$ cat src/rtl/nexys_io_pkg.sv
// Shared types and sizing helpers for the front-panel input path.
// Debounce FSM states plus the counter width function.
package nexys_io_pkg;

  typedef enum logic [1:0] {
    REL,
    ARM_P,
    HELD,
    ARM_R
  } db_state_t;

  function automatic int cnt_width(
    input int a,
    input int b,
    input int c
  );
    int m;
    m = a;
    if (b > m) m = b;
    if (c > m) m = c;
    return $clog2(m + 1);
  endfunction

endpackage

$ cat src/rtl/debounce_ch.sv
// One debounced input channel: FSM, agree counter, auto-repeat.
// Evaluates only on enabled sample ticks; pulses are 1 clk wide.
module debounce_ch
  import nexys_io_pkg::*;
#(
  parameter int DB_TICKS     = 10,
  parameter int REPEAT_DELAY = 500,
  parameter int REPEAT_RATE  = 100
) (
  input  logic clk,
  input  logic rst,
  input  logic en,
  input  logic tick,
  input  logic sync_bit,
  output logic level,
  output logic press,
  output logic rel,
  output logic rpt
);

  localparam int CW =
    cnt_width(DB_TICKS, REPEAT_DELAY, REPEAT_RATE);
  localparam logic [CW-1:0] ONE  = CW'(1);
  localparam logic [CW-1:0] DB_N = CW'(DB_TICKS);
  localparam logic [CW-1:0] DLY  = CW'(REPEAT_DELAY);
  localparam logic [CW-1:0] RATE = CW'(REPEAT_RATE);
  localparam bit SINGLE = (DB_TICKS == 1);

  db_state_t     state;
  logic [CW-1:0] cnt;
  logic [CW-1:0] rep_cnt;
  logic          rep_first;

  logic [CW-1:0] cnt_nx;
  logic [CW-1:0] rep_nx;
  logic [CW-1:0] rep_lim;

  assign cnt_nx  = cnt + ONE;
  assign rep_nx  = rep_cnt + ONE;
  assign rep_lim = rep_first ? DLY : RATE;

  always_ff @(posedge clk or posedge rst) begin
    if (rst) begin
      state     <= REL;
      cnt       <= '0;
      rep_cnt   <= '0;
      rep_first <= 1'b1;
      level     <= 1'b0;
      press     <= 1'b0;
      rel       <= 1'b0;
      rpt       <= 1'b0;
    end else begin
      press <= 1'b0;
      rel   <= 1'b0;
      rpt   <= 1'b0;
      if (en && tick) begin
        unique case (state)
          REL: begin
            if (sync_bit) begin
              if (SINGLE) begin
                state     <= HELD;
                level     <= 1'b1;
                press     <= 1'b1;
                rep_cnt   <= '0;
                rep_first <= 1'b1;
              end else begin
                state <= ARM_P;
                cnt   <= ONE;
              end
            end
          end
          ARM_P: begin
            if (!sync_bit) begin
              state <= REL;
              cnt   <= '0;
            end else if (cnt_nx == DB_N) begin
              state     <= HELD;
              cnt       <= '0;
              level     <= 1'b1;
              press     <= 1'b1;
              rep_cnt   <= '0;
              rep_first <= 1'b1;
            end else begin
              cnt <= cnt_nx;
            end
          end
          HELD: begin
            if (!sync_bit) begin
              if (SINGLE) begin
                state <= REL;
                level <= 1'b0;
                rel   <= 1'b1;
              end else begin
                state <= ARM_R;
                cnt   <= ONE;
              end
            end else if (rep_nx == rep_lim) begin
              // restart the count so it can never wrap early
              rpt       <= 1'b1;
              rep_cnt   <= '0;
              rep_first <= 1'b0;
            end else begin
              rep_cnt <= rep_nx;
            end
          end
          ARM_R: begin
            if (sync_bit) begin
              state <= HELD;
              cnt   <= '0;
            end else if (cnt_nx == DB_N) begin
              state <= REL;
              cnt   <= '0;
              level <= 1'b0;
              rel   <= 1'b1;
            end else begin
              cnt <= cnt_nx;
            end
          end
          default: state <= REL;
        endcase
      end
    end
  end

endmodule

$ cat src/rtl/btn_debounce_n.sv
// Front-panel input conditioning: sync, sample prescaler and
// one debounce channel per button.
module btn_debounce_n
  import nexys_io_pkg::*;
#(
  parameter int N_BTN        = 5,
  parameter int PRESCALE     = 100000,
  parameter int DB_TICKS     = 10,
  parameter int REPEAT_DELAY = 500,
  parameter int REPEAT_RATE  = 100
) (
  input  logic             clk,
  input  logic             rst,
  input  logic             en,
  input  logic [N_BTN-1:0] btn_raw,
  output logic [N_BTN-1:0] level,
  output logic [N_BTN-1:0] press,
  output logic [N_BTN-1:0] rel,
  output logic [N_BTN-1:0] rpt
);

  localparam int PW = $clog2(PRESCALE);
  localparam logic [PW-1:0] PMAX = PW'(PRESCALE - 1);

  logic [N_BTN-1:0] sync1;
  logic [N_BTN-1:0] sync2;
  logic [PW-1:0]    pre;
  logic             tick;

  assign tick = (pre == PMAX);

  // synchroniser ignores en so resume sees a settled input
  always_ff @(posedge clk or posedge rst) begin
    if (rst) begin
      sync1 <= '0;
      sync2 <= '0;
    end else begin
      sync1 <= btn_raw;
      sync2 <= sync1;
    end
  end

  always_ff @(posedge clk or posedge rst) begin
    if (rst) begin
      pre <= '0;
    end else if (en) begin
      pre <= tick ? '0 : pre + 1'b1;
    end
  end

  for (genvar i = 0; i < N_BTN; i++) begin : g_ch
    debounce_ch #(
      .DB_TICKS    (DB_TICKS),
      .REPEAT_DELAY(REPEAT_DELAY),
      .REPEAT_RATE (REPEAT_RATE)
    ) u_ch (
      .clk     (clk),
      .rst     (rst),
      .en      (en),
      .tick    (tick),
      .sync_bit(sync2[i]),
      .level   (level[i]),
      .press   (press[i]),
      .rel     (rel[i]),
      .rpt     (rpt[i])
    );
  end

endmodule
$ cat config.mk
export PLATFORM = sky130hd
export DESIGN_NAME = btn_debounce_n
export DESIGN_NICKNAME = d
export VERILOG_FILES = /design/src/rtl/nexys_io_pkg.sv /design/src/rtl/debounce_ch.sv /design/src/rtl/btn_debounce_n.sv
export SDC_FILE = /design/constraint.sdc
export NUM_CORES = 1
export LEC_CHECK = 0
export CORE_MARGIN = 8
export CORE_UTILIZATION = 45
export CTS_BUF_LIST = sky130_fd_sc_hd__clkbuf_8
export DETAILED_ROUTE_END_ITERATION = 16
export SLEW_MARGIN = 15
export SYNTH_ARGS = -nofsm -noshare
export SYNTH_HDL_FRONTEND = slang
export SYNTH_SLANG_ARGS = --single-unit
$ cat constraint.sdc
create_clock -name clk -period 4.1 [get_ports clk]
set_clock_uncertainty 0.05 [all_clocks]
set_input_delay 0.41 -clock clk [delete_from_list [all_inputs] [get_ports clk]]
set_output_delay 0.41 -clock clk [all_outputs]
set_load 0.03 [all_outputs]
## Yosys cells after proc, flatten, opt, wreduce, memory -nomap -nowiden

Cells that the tools add are included.

- Reductions and logical operators: 41
- Mux-type cells: 191
- Eq/ne operators: 76
- Add/subtract/negate cells: 11

Operators by type and width:

| cell | number |
|---|---|
| 9-bit 2-to-1 mux | 50 |
| 9-bit case mux with 4 select lines | 5 |
| 9-bit by 1-bit adder with 9-bit output, second input constant | 10 |
| 9-bit case mux with 2 select lines | 5 |
| 1-bit 2-to-1 mux | 85 |
| 2-bit 2-to-1 mux | 30 |
| 6-bit AND reduction | 10 |
| 2-bit inequality test, second input constant | 25 |
| 5-bit AND reduction | 10 |
| 9-bit by 4-bit == test with 1-bit output, second input constant | 5 |
| 9-bit == test | 5 |
| 2-bit case mux with 4 select lines | 5 |
| 2-bit by 1-bit inequality test with 1-bit output, second input constant | 15 |
| 3-bit by 2-bit inequality test with 1-bit output, second input constant | 10 |
| 2-bit == test, second input constant | 10 |
| 1-bit case mux with 2 select lines | 10 |
| 2-bit nonzero test | 10 |
| 17-bit by 1-bit adder with 17-bit output, second input constant | 1 |
| 17-bit == test, second input constant | 1 |
| 17-bit 2-to-1 mux | 1 |
| 3-bit AND reduction | 5 |
| 2-bit by 1-bit == test with 1-bit output, second input constant | 5 |
| 2-bit zero test | 5 |
| 1-bit logical AND | 1 |

- Flip-flop bits (word level): 152
- Input bits: 8
- Logic and storage cells: 362
- Output and inout port bits: 20

## Logic depth before layout (Yosys ltp)

Gate-level depths: netlist (run 1).

- Word-level depth: 6
- Mapped depth: 9
- Gate-level depth less buffers: 8

## Hierarchy

Synthesis (run 1) repeated with hierarchy kept, for this count alone.

- Cell total of the unflattened synthesis: 974
- Area total of the unflattened synthesis: 9019.9 sq um

By module, submodules not included:

| module | instances | seq. area each (sq um) | cells an instance | area an instance (sq um) |
|---|---|---|---|---|
| debounce_ch at g_ch[2].u_ch ... | 3 | 626.9 | 176 | 1624.1 |
| debounce_ch at g_ch[0].u_ch | 1 | 626.9 | 174 | 1503.9 |
| debounce_ch at g_ch[1].u_ch | 1 | 626.9 | 174 | 1498.9 |
| btn_debounce_n | 1 | 675.6 | 98 | 1144.8 |

## Worst setup path after synthesis (run 1)

OpenSTA, ideal clock, no wires.

- Path kind: register to register
- Start point: register g_ch[2].u_ch.cnt[0]
- End point: register g_ch[2].u_ch.rep_cnt[2]
- Data required time: 3.930 ns
- Path buffers: 0
- Setup time: 0.120 ns
- Stages on the path, launching flop included: 8
- Data arrival time: 2.239 ns
- Period minus slack after synthesis: 2.409 ns
- Setup slack: 1.691 ns
- Cell sequence: dfrtp_1 -> ha_1 -> nand4_1 -> or4_1 -> a32oi_2 -> a31oi_1 -> o31a_1 -> a41o_1

- Longest elaborated chain between the ends: 4

RTL lines:

| item | line | source |
|---|---|---|
| start, declared | debounce_ch.sv:30 | `logic [CW-1:0] cnt;` |
| start signal, assigned | debounce_ch.sv:84 | `cnt <= cnt_nx;` |
| start signal, assigned | debounce_ch.sv:116 | `cnt <= cnt_nx;` |
| 9-bit by 1-bit adder with 9-bit output | debounce_ch.sv:38 | `assign cnt_nx = cnt + ONE;` |
| 9-bit by 4-bit == test with 1-bit output | debounce_ch.sv:76 | `end else if (cnt_nx == DB_N) begin` |
| 2-bit by 1-bit inequality test with 1-bit output (no source line) | -- |  |
| 5-bit AND reduction (no source line) | -- |  |
| end signal, assigned | debounce_ch.sv:103 | `rep_cnt <= rep_nx;` |
| end, declared | debounce_ch.sv:31 | `logic [CW-1:0] rep_cnt;` |

Every way passes these cells.
A chain may end at the register's enable or synchronous reset.

==> flow_summary.json, run 1 <==
{
  "status": "finished, final reports clean",
  "synth_edf_count": 0,
  "synthArstFlopShare_pct": 100,
  "drtIter0Drc": 425,
  "multi_input_area_mm2": 0.00455,
  "drc": 0,
  "finalPower_mw": 2.92,
  "critPathSlowestCell": "nand4_1",
  "antenna_left": 0,
  "fin_nets": 1006,
  "p_per_area_mw_per_mm2": 305,
  "clk_latency_ps": 460,
  "io_buffers": 27,
  "yosysUniqueCellTypes": 79,
  "ys_top_cells_by_area": "dfrtp_1 42%, o21ai_0 5.5%, nand2_1 5.3%, nand3_1 3.5%, nand4_1 2.3%",
  "cts-buffers-inserted": 17,
  "start_util_pct": 45.4,
  "syn_area_mm2": 0.00879,
  "mostFrequentLayoutCells": "147 x dfrtp_1, 124 x nand2_1, 96 x o21ai_0",
  "yosysSeqAreaShare_pct": 43.4,
  "fillers": 1795,
  "wl_per_cell_um": 15.6,
  "holdCritPathClass": "register to register",
  "hpwl_mm": 13.4,
  "power_frac_seq_pct": 54.5,
  "htreeDepth": 4,
  "slew_headroom_pct": 39.0,
  "cts_resized": 0,
  "synth_seq_cells": 152,
  "finalMaxSlewViolations": 0,
  "syn2layout_area_growth_pct": 9.06,
  "hold_viol": 0,
  "power.switching_mw": 0.695,
  "firstDrtPassIters": 5,
  "core-area_mm2": 0.0193,
  "syn_nets": 1013,
  "die_h_um": 156,
  "post_cts_buffers": 0,
  "endpoint_kind": "register",
  "drive_above_1_share_pct": 7.35,
  "regArea_mm2": 0.00381,
  "syn-instance-count": 989,
  "avgSynthCellArea_um2": 8.88,
  "cp.required_ps": 4400,
  "num_rows": 51,
  "cp.arrival_ps": 3260,
  "tightest_slew_ps": 904,
  "dr_total_vias": 7186,
  "clock.fmax_mhz": 338,
  "cp_slowest_stage_delay_ps": 620,
  "final_min_period_over_clock_period_pct": 72.2,
  "power_frac_comb_pct": 4.2,
  "yosys.area.top_type": "dfrtp_1",
  "swShare_pct": 23.8,
  "period_needed_ps": 2960,
  "n_antenna_cell": 0,
  "intPower_mw": 2.22,
  "ios": 28,
  "ctsHoldBuffers": 0,
  "gr-total-overflow": 0,
  "grt_pass1_wl_mm": 33.8,
  "dieArea_mm2": 0.0243,
  "gp_congestion": 0.815,
  "ys.flop_type": "dfrtp_1",
  "rsz0062_at_grt": "no",
  "cp_max_fo": 16,
  "cts.clk_slew.worst_paths_ps": 80,
  "die_x_um": 156,
  "crit_family": "simple AND/OR/NAND/NOR gates",
  "worstPathCellList": "ha_1 -> nand3_1 -> o21ai_0 -> nor4b_1 -> nand4_1 -> nor3_1 -> mux2_2",
  "start_kind": "register",
  "irDropWorstVdd_v": 0.000218,
  "clock-sinks": 152,
  "cts.path.max_buffers": 2,
  "ys_warn_count": 0,
  "path_class": "register to register",
  "tritoncts": "done",
  "final.setup.tns_ps": 0,
  "grt_max_degree": 60,
  "worst-path-buf-inv": 0,
  "drv_cap": 0,
  "power_frac_clock_pct": 41.3,
  "layout_commonest_cell": "dfrtp_1",
  "viasPerCell": 5.71,
  "postRouteWirelength_mm": 19.7,
  "leakage_nw": 3.88,
  "synth_top_cell_area_share_pct": 41.9,
  "cts-root-buf": "clkbuf_8",
  "antenna_found_initial": 0,
  "grt_pass1_vias": 6797,
  "setup_viol": 0,
  "grtUsageTotal_pct": 16.9
}
-- per-stage QoR --
| stage | hold slack [ps] | util [%] | area [um2] | instances | setup slack, ps |
|---|---|---|---|---|---|
| floorplan | 281 | - | 8790 | 989 | 1690 |
| detailed placement | 286 | 47.5 | 9180 | 1228 | 862 |
| global route | 314 | 49.6 | 9580 | 1258 | 878 |
| finish | 299 | 49.6 | 9580 | 1258 | 1140 |
| CTS | 303 | 49.6 | 9580 | 1258 | 1160 |
| global placement | 282 | 47.5 | 9180 | 1228 | 957 |
-- worst register-to-register path, stage by stage, from the launching register on --
cell	delay (ps)
dfrtp_1	460
ha_1	320
nand3_1	150
o21ai_0	90
nor4b_1	340
nand4_1	620
nor3_1	460
mux2_2	370
-- sequential cells by signal, summed over array words and instances, names as in the netlist, named ones only --
signal	flops
g_ch.u_ch.state	5
g_ch.u_ch.press	5
sync2	5
g_ch.u_ch.level	5
sync1	5
g_ch.u_ch.rep_first	5
g_ch.u_ch.rpt	5
g_ch.u_ch.rep_cnt	45
g_ch.u_ch.cnt	45
pre	17
g_ch.u_ch.rel	5
-- metal layers --
layer  GRT usage (%)  share of wire (%)
met5               0                  0
met4            5.91                1.3
met3            3.32                3.6
met1            23.2                 50
met2            26.2                 45
-- path summary, 6_finish.rpt --
check / from / endpoint / slack, ps / depth (start not counted)
setup / recovery: g_ch[3].u_ch.cnt[0] / register / 1140 / 7
setup reg to reg: g_ch[3].u_ch.cnt[0] / register / 1140 / 7
min in group asynchronous: rst / g_ch[3].u_ch.cnt[7] / 430 / 2
hold / removal: sync1[1] / sync2[1] / 300 / 0
max in group asynchronous: rst / g_ch[2].u_ch.rep_first / 2740 / 3
hold reg to reg: sync1[1] / sync2[1] / 300 / 0
-- cells by family (layout without fill, tap and decap cells) --
family	Yosys count	in the layout	synth area share, %
simple gates	433	433	26.0
compound gates	246	246	18.3
flops	152	152	43.4
buf+inv	95	99	5.05
xor+xnor	37	37	3.69
fa+ha+maj	16	16	2.28
mux	10	10	1.27
-- synth_stat cells (all sizes together) (9+ instances only) --
cell / count
dfrtp: 147
clkbuf: 31
nand3: 62
inv: 33
xor2: 20
xnor2: 17
nand2: 124
nor4: 13
o21ai: 102
or4: 9
and3: 22
o211ai: 13
nand2b: 9
or3: 20
nand4: 34
nor2: 48
buf: 31
nor3: 37
o31ai: 14
ha: 16
a21oi: 30
-- power groups by stage --
stage	sequential (mW)	clock, mW	combinational (mW)
after floorplan	1.60	0	0.104
after global placement	1.62	0	0.124
after detailed placement	1.62	0	0.128
after CTS	1.59	1.24	0.127
after global routing	1.60	1.31	0.146
final	1.59	1.20	0.123
-- layout make-up --
cell class | count | area share, %
clock inverters | 10 | 1.34
clock buffers | 20 | 2.87
inverters | 33 | 1.33
repair buffers | 36 | 3.79
multi-input cells | 742 | 47.4
flip-flops and latches | 152 | 39.8
well taps | 265 | 3.46
No activity file was read; power rests on OpenSTA's default activity.
==> run 2: changes to the inputs <==
==> constraint.sdc (replaced) <==
create_clock -name clk -period 2.4 [get_ports clk]
set_clock_uncertainty 0.05 [all_clocks]
set_input_delay 0.24 -clock clk [delete_from_list [all_inputs] [get_ports clk]]
set_output_delay 0.24 -clock clk [all_outputs]
set_load 0.03 [all_outputs]
==> run 2 against run 1 <==
Routed wire length rose by 6.5%. First-iteration DRC count grew 2.1%. Register-to-register slack got worse by 1100 ps. Final cell count is 9.3% higher. Critical path type unchanged. Largest cell class unchanged. Non-clock buffer count is 115 higher. Clock power grew 57%.
==> flow_summary.json, run 2 (synthesized netlist as in run 1, its figures left out) <==
{
  "status": "finished, final reports clean",
  "fin_nets": 1121,
  "final_min_period_over_clock_period_pct": 98.0,
  "clock.fmax_mhz": 425,
  "min_path_cells": 1,
  "clk_latency_ps": 450,
  "dr_total_vias": 7622,
  "dp_slack_ps": -61.8,
  "slew_headroom_pct": 59.3,
  "startpoint": "g_ch[2].u_ch.rep_cnt[1]",
  "place_area_mm2": 0.00993,
  "die_x_um": 156,
  "grtUsageTotal_pct": 17.5,
  "gp_congestion": 0.830,
  "cp_slowest_stage_delay_ps": 440,
  "fillers": 1736,
  "hold_viol": 0,
  "final_area_mm2": 0.0108,
  "cts.clk_slew.worst_paths_ps": 90,
  "mostFrequentLayoutCells": "145 x dfrtp_1, 121 x nand2_1, 110 x buf_4",
  "cts-root-buf": "clkbuf_8",
  "cts.path.max_buffers": 2,
  "wl_per_cell_um": 15.2,
  "n_antenna_cell": 0,
  "grt_pass1_vias": 7326,
  "leakage_nw": 4.48,
  "tightest_slew_ps": 607,
  "grt_max_degree": 96,
  "die_h_um": 156,
  "holdCritPathClass": "primary input to register",
  "cp.required_ps": 2730,
  "cp_max_fo": 4,
  "cp_num_cells": 7,
  "critPathSlowestCell": "dfrtp_1",
  "ctsHoldBuffers": 0,
  "cp.arrival_ps": 2680,
  "utilization_pct": 55.8,
  "period_needed_ps": 2350,
  "postRouteWirelength_mm": 20.9,
  "setup_viol": 0,
  "viasPerCell": 5.54,
  "finalMaxSlewViolations": 0,
  "multi_input_area_mm2": 0.00485,
  "setup_slack_ps": 48.1,
  "r2r-start": "g_ch[2].u_ch.rep_cnt[1]",
  "antenna_found_initial": 0,
  "start_util_pct": 45.4,
  "rsz0062_at_grt": "yes",
  "layout_commonest_cell": "dfrtp_1",
  "tritoncts": "done",
  "cts-buffers-inserted": 17,
  "hpwl_mm": 14.3,
  "endpoint_kind": "register",
  "antenna_left": 0,
  "path_class": "register to register",
  "firstDrtPassIters": 4,
  "min_from": "btn_raw[2]",
  "syn2layout_area_growth_pct": 22.7,
  "clock-sinks": 152,
  "start_kind": "register",
  "gr-total-overflow": 0,
  "crit_family": "simple AND/OR/NAND/NOR gates",
  "drive_above_1_share_pct": 21.3,
  "p_per_area_mw_per_mm2": 449,
  "worstPathCellList": "ha_4 -> nand4_1 -> or3_4 -> a221o_1 -> o31a_1 -> or3_1 -> a22o_1",
  "io_buffers": 27,
  "regArea_mm2": 0.00381,
  "drv_cap": 0,
  "r2r_cells": 7,
  "reg_top3": "g_ch.u_ch.cnt: 45 flops, g_ch.u_ch.rep_cnt: 45 flops, pre: 17 flops",
  "ios": 28,
  "num_rows": 51,
  "drc": 0,
  "htreeDepth": 4,
  "drtIter0Drc": 434,
  "finalPower_mw": 4.84,
  "irDropWorstVdd_v": 0.000300,
  "dieArea_mm2": 0.0243,
  "worst-path-buf-inv": 0,
  "core-area_mm2": 0.0193,
  "r2r_slack_ps": 50,
  "grt_pass1_wl_mm": 35.1
}
## run 2: routing by layer
layer	vias up	wire length (um)	GRT usage, %
li1	3835	-	-
met1	3642	10000	22.9
met2	124	9990	28.8
met3	21	685	3.46
met4	0	263	5.45
met5	-	0	0
## run 2: path summary, 6_finish.rpt
check                                          end
max                         g_ch[2].u_ch.rep_first
min                                       sync1[2]
max reg2reg                 g_ch[2].u_ch.rep_first
min reg2reg                               sync2[3]
max in group asynchronous      g_ch[1].u_ch.cnt[0]
min in group asynchronous  g_ch[3].u_ch.rep_cnt[3]
## run 2: timing repair
item	4_1_cts	5_1_grt
gates cloned	0	0
setup endpoints to repair	11	86
gates resized for setup	8	72
setup buffers	0	20
endpoints found under the hold margin	0	0
pin swaps	5	29
## run 2: through the flow
stage                     setup TNS [ps]  hold slack [ps]  instances
after floorplan                        0              221        989
after global placement             -53.2              282       1325
after detailed placement            -243              287       1325
after CTS                              0              146       1357
after global routing                -265              150       1375
final                                  0              176       1375
## run 2: power by group
| group | internal [mW] | switching, mW |
|---|---|---|
| registers | 2.62 | 0.0930 |
| clock network | 0.895 | 0.987 |
| logic | 0.101 | 0.140 |
| total | 3.62 | 1.22 |
## run 2: layout make-up
cell class                      instances  area share (%)
Timing Repair Buffer                  151            11.9
Inverter                               33            1.18
Tap cell                              265            3.08
Clock inverter                         12           0.952
Sequential cell                       152            35.4
Clock buffer                           20            2.55
Multi-Input combinational cell        742            45.0
==> run 3: changes to the inputs <==
--- a/config.mk
+++ b/config.mk
@@ -9,6 +9,7 @@
 export CORE_UTILIZATION = 45
 export CTS_BUF_LIST = sky130_fd_sc_hd__clkbuf_8
 export DETAILED_ROUTE_END_ITERATION = 16
+export PLACE_DENSITY = 0.66
 export SLEW_MARGIN = 15
 export SYNTH_ARGS = -nofsm -noshare
 export SYNTH_HDL_FRONTEND = slang
==> run 3 against run 2 <==
The flow now finishes with violations (negative setup slack). Combinational power up 12%. Worst hold slack lost 53 ps. Maximum frequency down 2.2%. Worst setup slack worse by 53 ps. Non-clock buffer count up 2. Critical path depth grew 2. Power increased by 4.8%. Clock power increased by 12%. Cell area increased by 0.68%. Utilization rose by 0.38 points. Register-to-register slack got worse by 50 ps. First-iteration DRC count increased by 46%. Critical endpoint unchanged.
==> flow_summary.json, run 3 (synthesized netlist as in run 1, its figures left out) <==
{
  "power_frac_clock_pct": 41.3,
  "io_buffers": 27,
  "dieArea_mm2": 0.0243,
  "use_met1_pct": 24.0,
  "dr_total_vias": 7755,
  "gr-max-usage-layer": "met2",
  "power_frac_seq_pct": 53.4,
  "grt_util_met3_pct": 3.49,
  "r2r_cells": 9,
  "core-area_mm2": 0.0193,
  "p_per_area_mw_per_mm2": 467,
  "cp.required_ps": 2760,
  "drv_cap": 0,
  "ios": 28,
  "power_frac_comb_pct": 5.3,
  "swShare_pct": 24.9,
  "finalMaxSlewViolations": 0,
  "mostFrequentLayoutCells": "145 x dfrtp_1, 121 x nand2_1, 110 x buf_4",
  "drive_above_1_share_pct": 21.9,
  "rsz0062_at_grt": "yes",
  "firstDrtPassIters": 5,
  "cts-root-buf": "clkbuf_8",
  "grtUsageTotal_pct": 18.1,
  "hold_ws_ps": 123,
  "wl_per_cell_um": 15.5,
  "utilization_pct": 56.1,
  "fin_nets": 1123,
  "n_antenna_cell": 0,
  "drtIter0Drc": 632,
  "viasPerCell": 5.63,
  "clock.fmax_mhz": 416,
  "start_util_pct": 45.4,
  "grt_pass1_vias": 7554,
  "postRouteWirelength_mm": 21.4,
  "die_h_um": 156,
  "holdCritPathClass": "primary input to asynchronous set/reset pin",
  "dp_slack_ps": -93.2,
  "tritoncts": "done",
  "hold_viol": 0,
  "grt_max_degree": 44,
  "final_area_mm2": 0.0109,
  "cts-buffers-inserted": 17,
  "layout_commonest_cell": "dfrtp_1",
  "irDropWorstVdd_v": 0.000278,
  "reg_top3": "g_ch.u_ch.cnt: 45 flops, g_ch.u_ch.rep_cnt: 45 flops, pre: 17 flops",
  "cts.clk_slew.worst_paths_ps": 90,
  "period_needed_ps": 2410,
  "final_min_period_over_clock_period_pct": 100,
  "num_rows": 51,
  "start_kind": "register",
  "grt_pass1_wl_mm": 36.2,
  "syn2layout_area_growth_pct": 23.5,
  "hpwl_mm": 14.8,
  "status": "finished with violations",
  "endpoint_kind": "register",
  "intPower_mw": 3.81,
  "cp.arrival_ps": 2770,
  "cp_max_fo": 12,
  "gr-total-overflow": 0,
  "drc": 0,
  "setup_slack_ps": -5.05,
  "violations": "negative setup slack",
  "power.switching_mw": 1.26,
  "setup_viol": 1,
  "antenna_found_initial": 0,
  "leakage_nw": 4.51,
  "gp_congestion": 0.850,
  "path_class": "register to register",
  "ctsHoldBuffers": 0,
  "die_x_um": 156,
  "slew_headroom_pct": 57.3,
  "final.setup.tns_ps": -5.05,
  "met2_usage_pct": 29.2,
  "place_area_mm2": 0.00996,
  "htreeDepth": 4,
  "clk_latency_ps": 470,
  "cts.path.max_buffers": 2,
  "tightest_slew_ps": 635,
  "antenna_left": 0,
  "clock-sinks": 152
}
run 3: cell count changes in the layout (fill, tap and decap cells not counted), moves of 3 or more:
| cell | delta |
|---|---|
| nor3_2 | +3 |
| ha_2 | +3 |
| nor3_1 | -3 |
| clkinv_2 | -3 |
| o21ai_0 | -4 |
run 3: per-stage QoR:
| stage | instances | total power [mW] |
|---|---|---|
| 6_report | 1377 | 5.07 |
| 5_1_grt | 1377 | 5.31 |
| 4_1_cts | 1364 | 5.14 |
| 3_5_place_dp | 1331 | 3.02 |
| 3_3_place_gp | 1331 | 3.01 |
| 2_1_floorplan | 989 | 2.91 |
run 3: final cells by class:
type,count,area (um2)
Fill cell,1705,8480
Tap cell,265,332
Timing Repair Buffer,153,1310
Multi-Input combinational cell,742,4850
Inverter,33,128
Clock buffer,18,248
Clock inverter,14,175
Sequential cell,152,3810
run 3: power by group through the flow:
stage | logic (mW) | registers [mW] | clock network (mW)
global route | 0.320 | 2.72 | 2.27
floorplan | 0.178 | 2.73 | 0
CTS | 0.266 | 2.70 | 2.17
finish | 0.270 | 2.71 | 2.10
global placement | 0.257 | 2.75 | 0
detailed placement | 0.265 | 2.75 | 0
run 3: critical path: stages (launching register included):
cell      delay [ps]
dfrtp_1          410
buf_6            160
and4_1           170
or4_4            540
a32oi_4          300
buf_4            180
nand3_4          100
buf_4            180
o21bai_1         130
a22o_1           140
run 3: what timing repair did:
item	in CTS	in global routing
pin swaps	2	27
endpoints found under the hold margin	0	0
gates cloned	0	2
endpoints found under the setup margin	44	88
setup buffers	1	12
resized for setup	6	84
run 3: worst paths after layout:
check,startpoint,to,slack [ps]
min reg2reg,sync1[0],sync2[0],300
max in group asynchronous,rst,g_ch[0].u_ch.rep_first,1500
min in group clk,btn_raw[2],sync1[2],160
min,rst,g_ch[3].u_ch.rep_cnt[5],120
max reg2reg,g_ch[2].u_ch.cnt[0],g_ch[2].u_ch.rep_first,-5
max,g_ch[2].u_ch.cnt[0],g_ch[2].u_ch.rep_first,-5
run 3: metal layers:
metal	share of wire, %	vias to the layer above	routed length, um
li1	-	3840	-
met1	47	3744	10000
met2	48	143	10300
met3	3.7	28	799
met4	1.4	0	305
met5	0	-	0
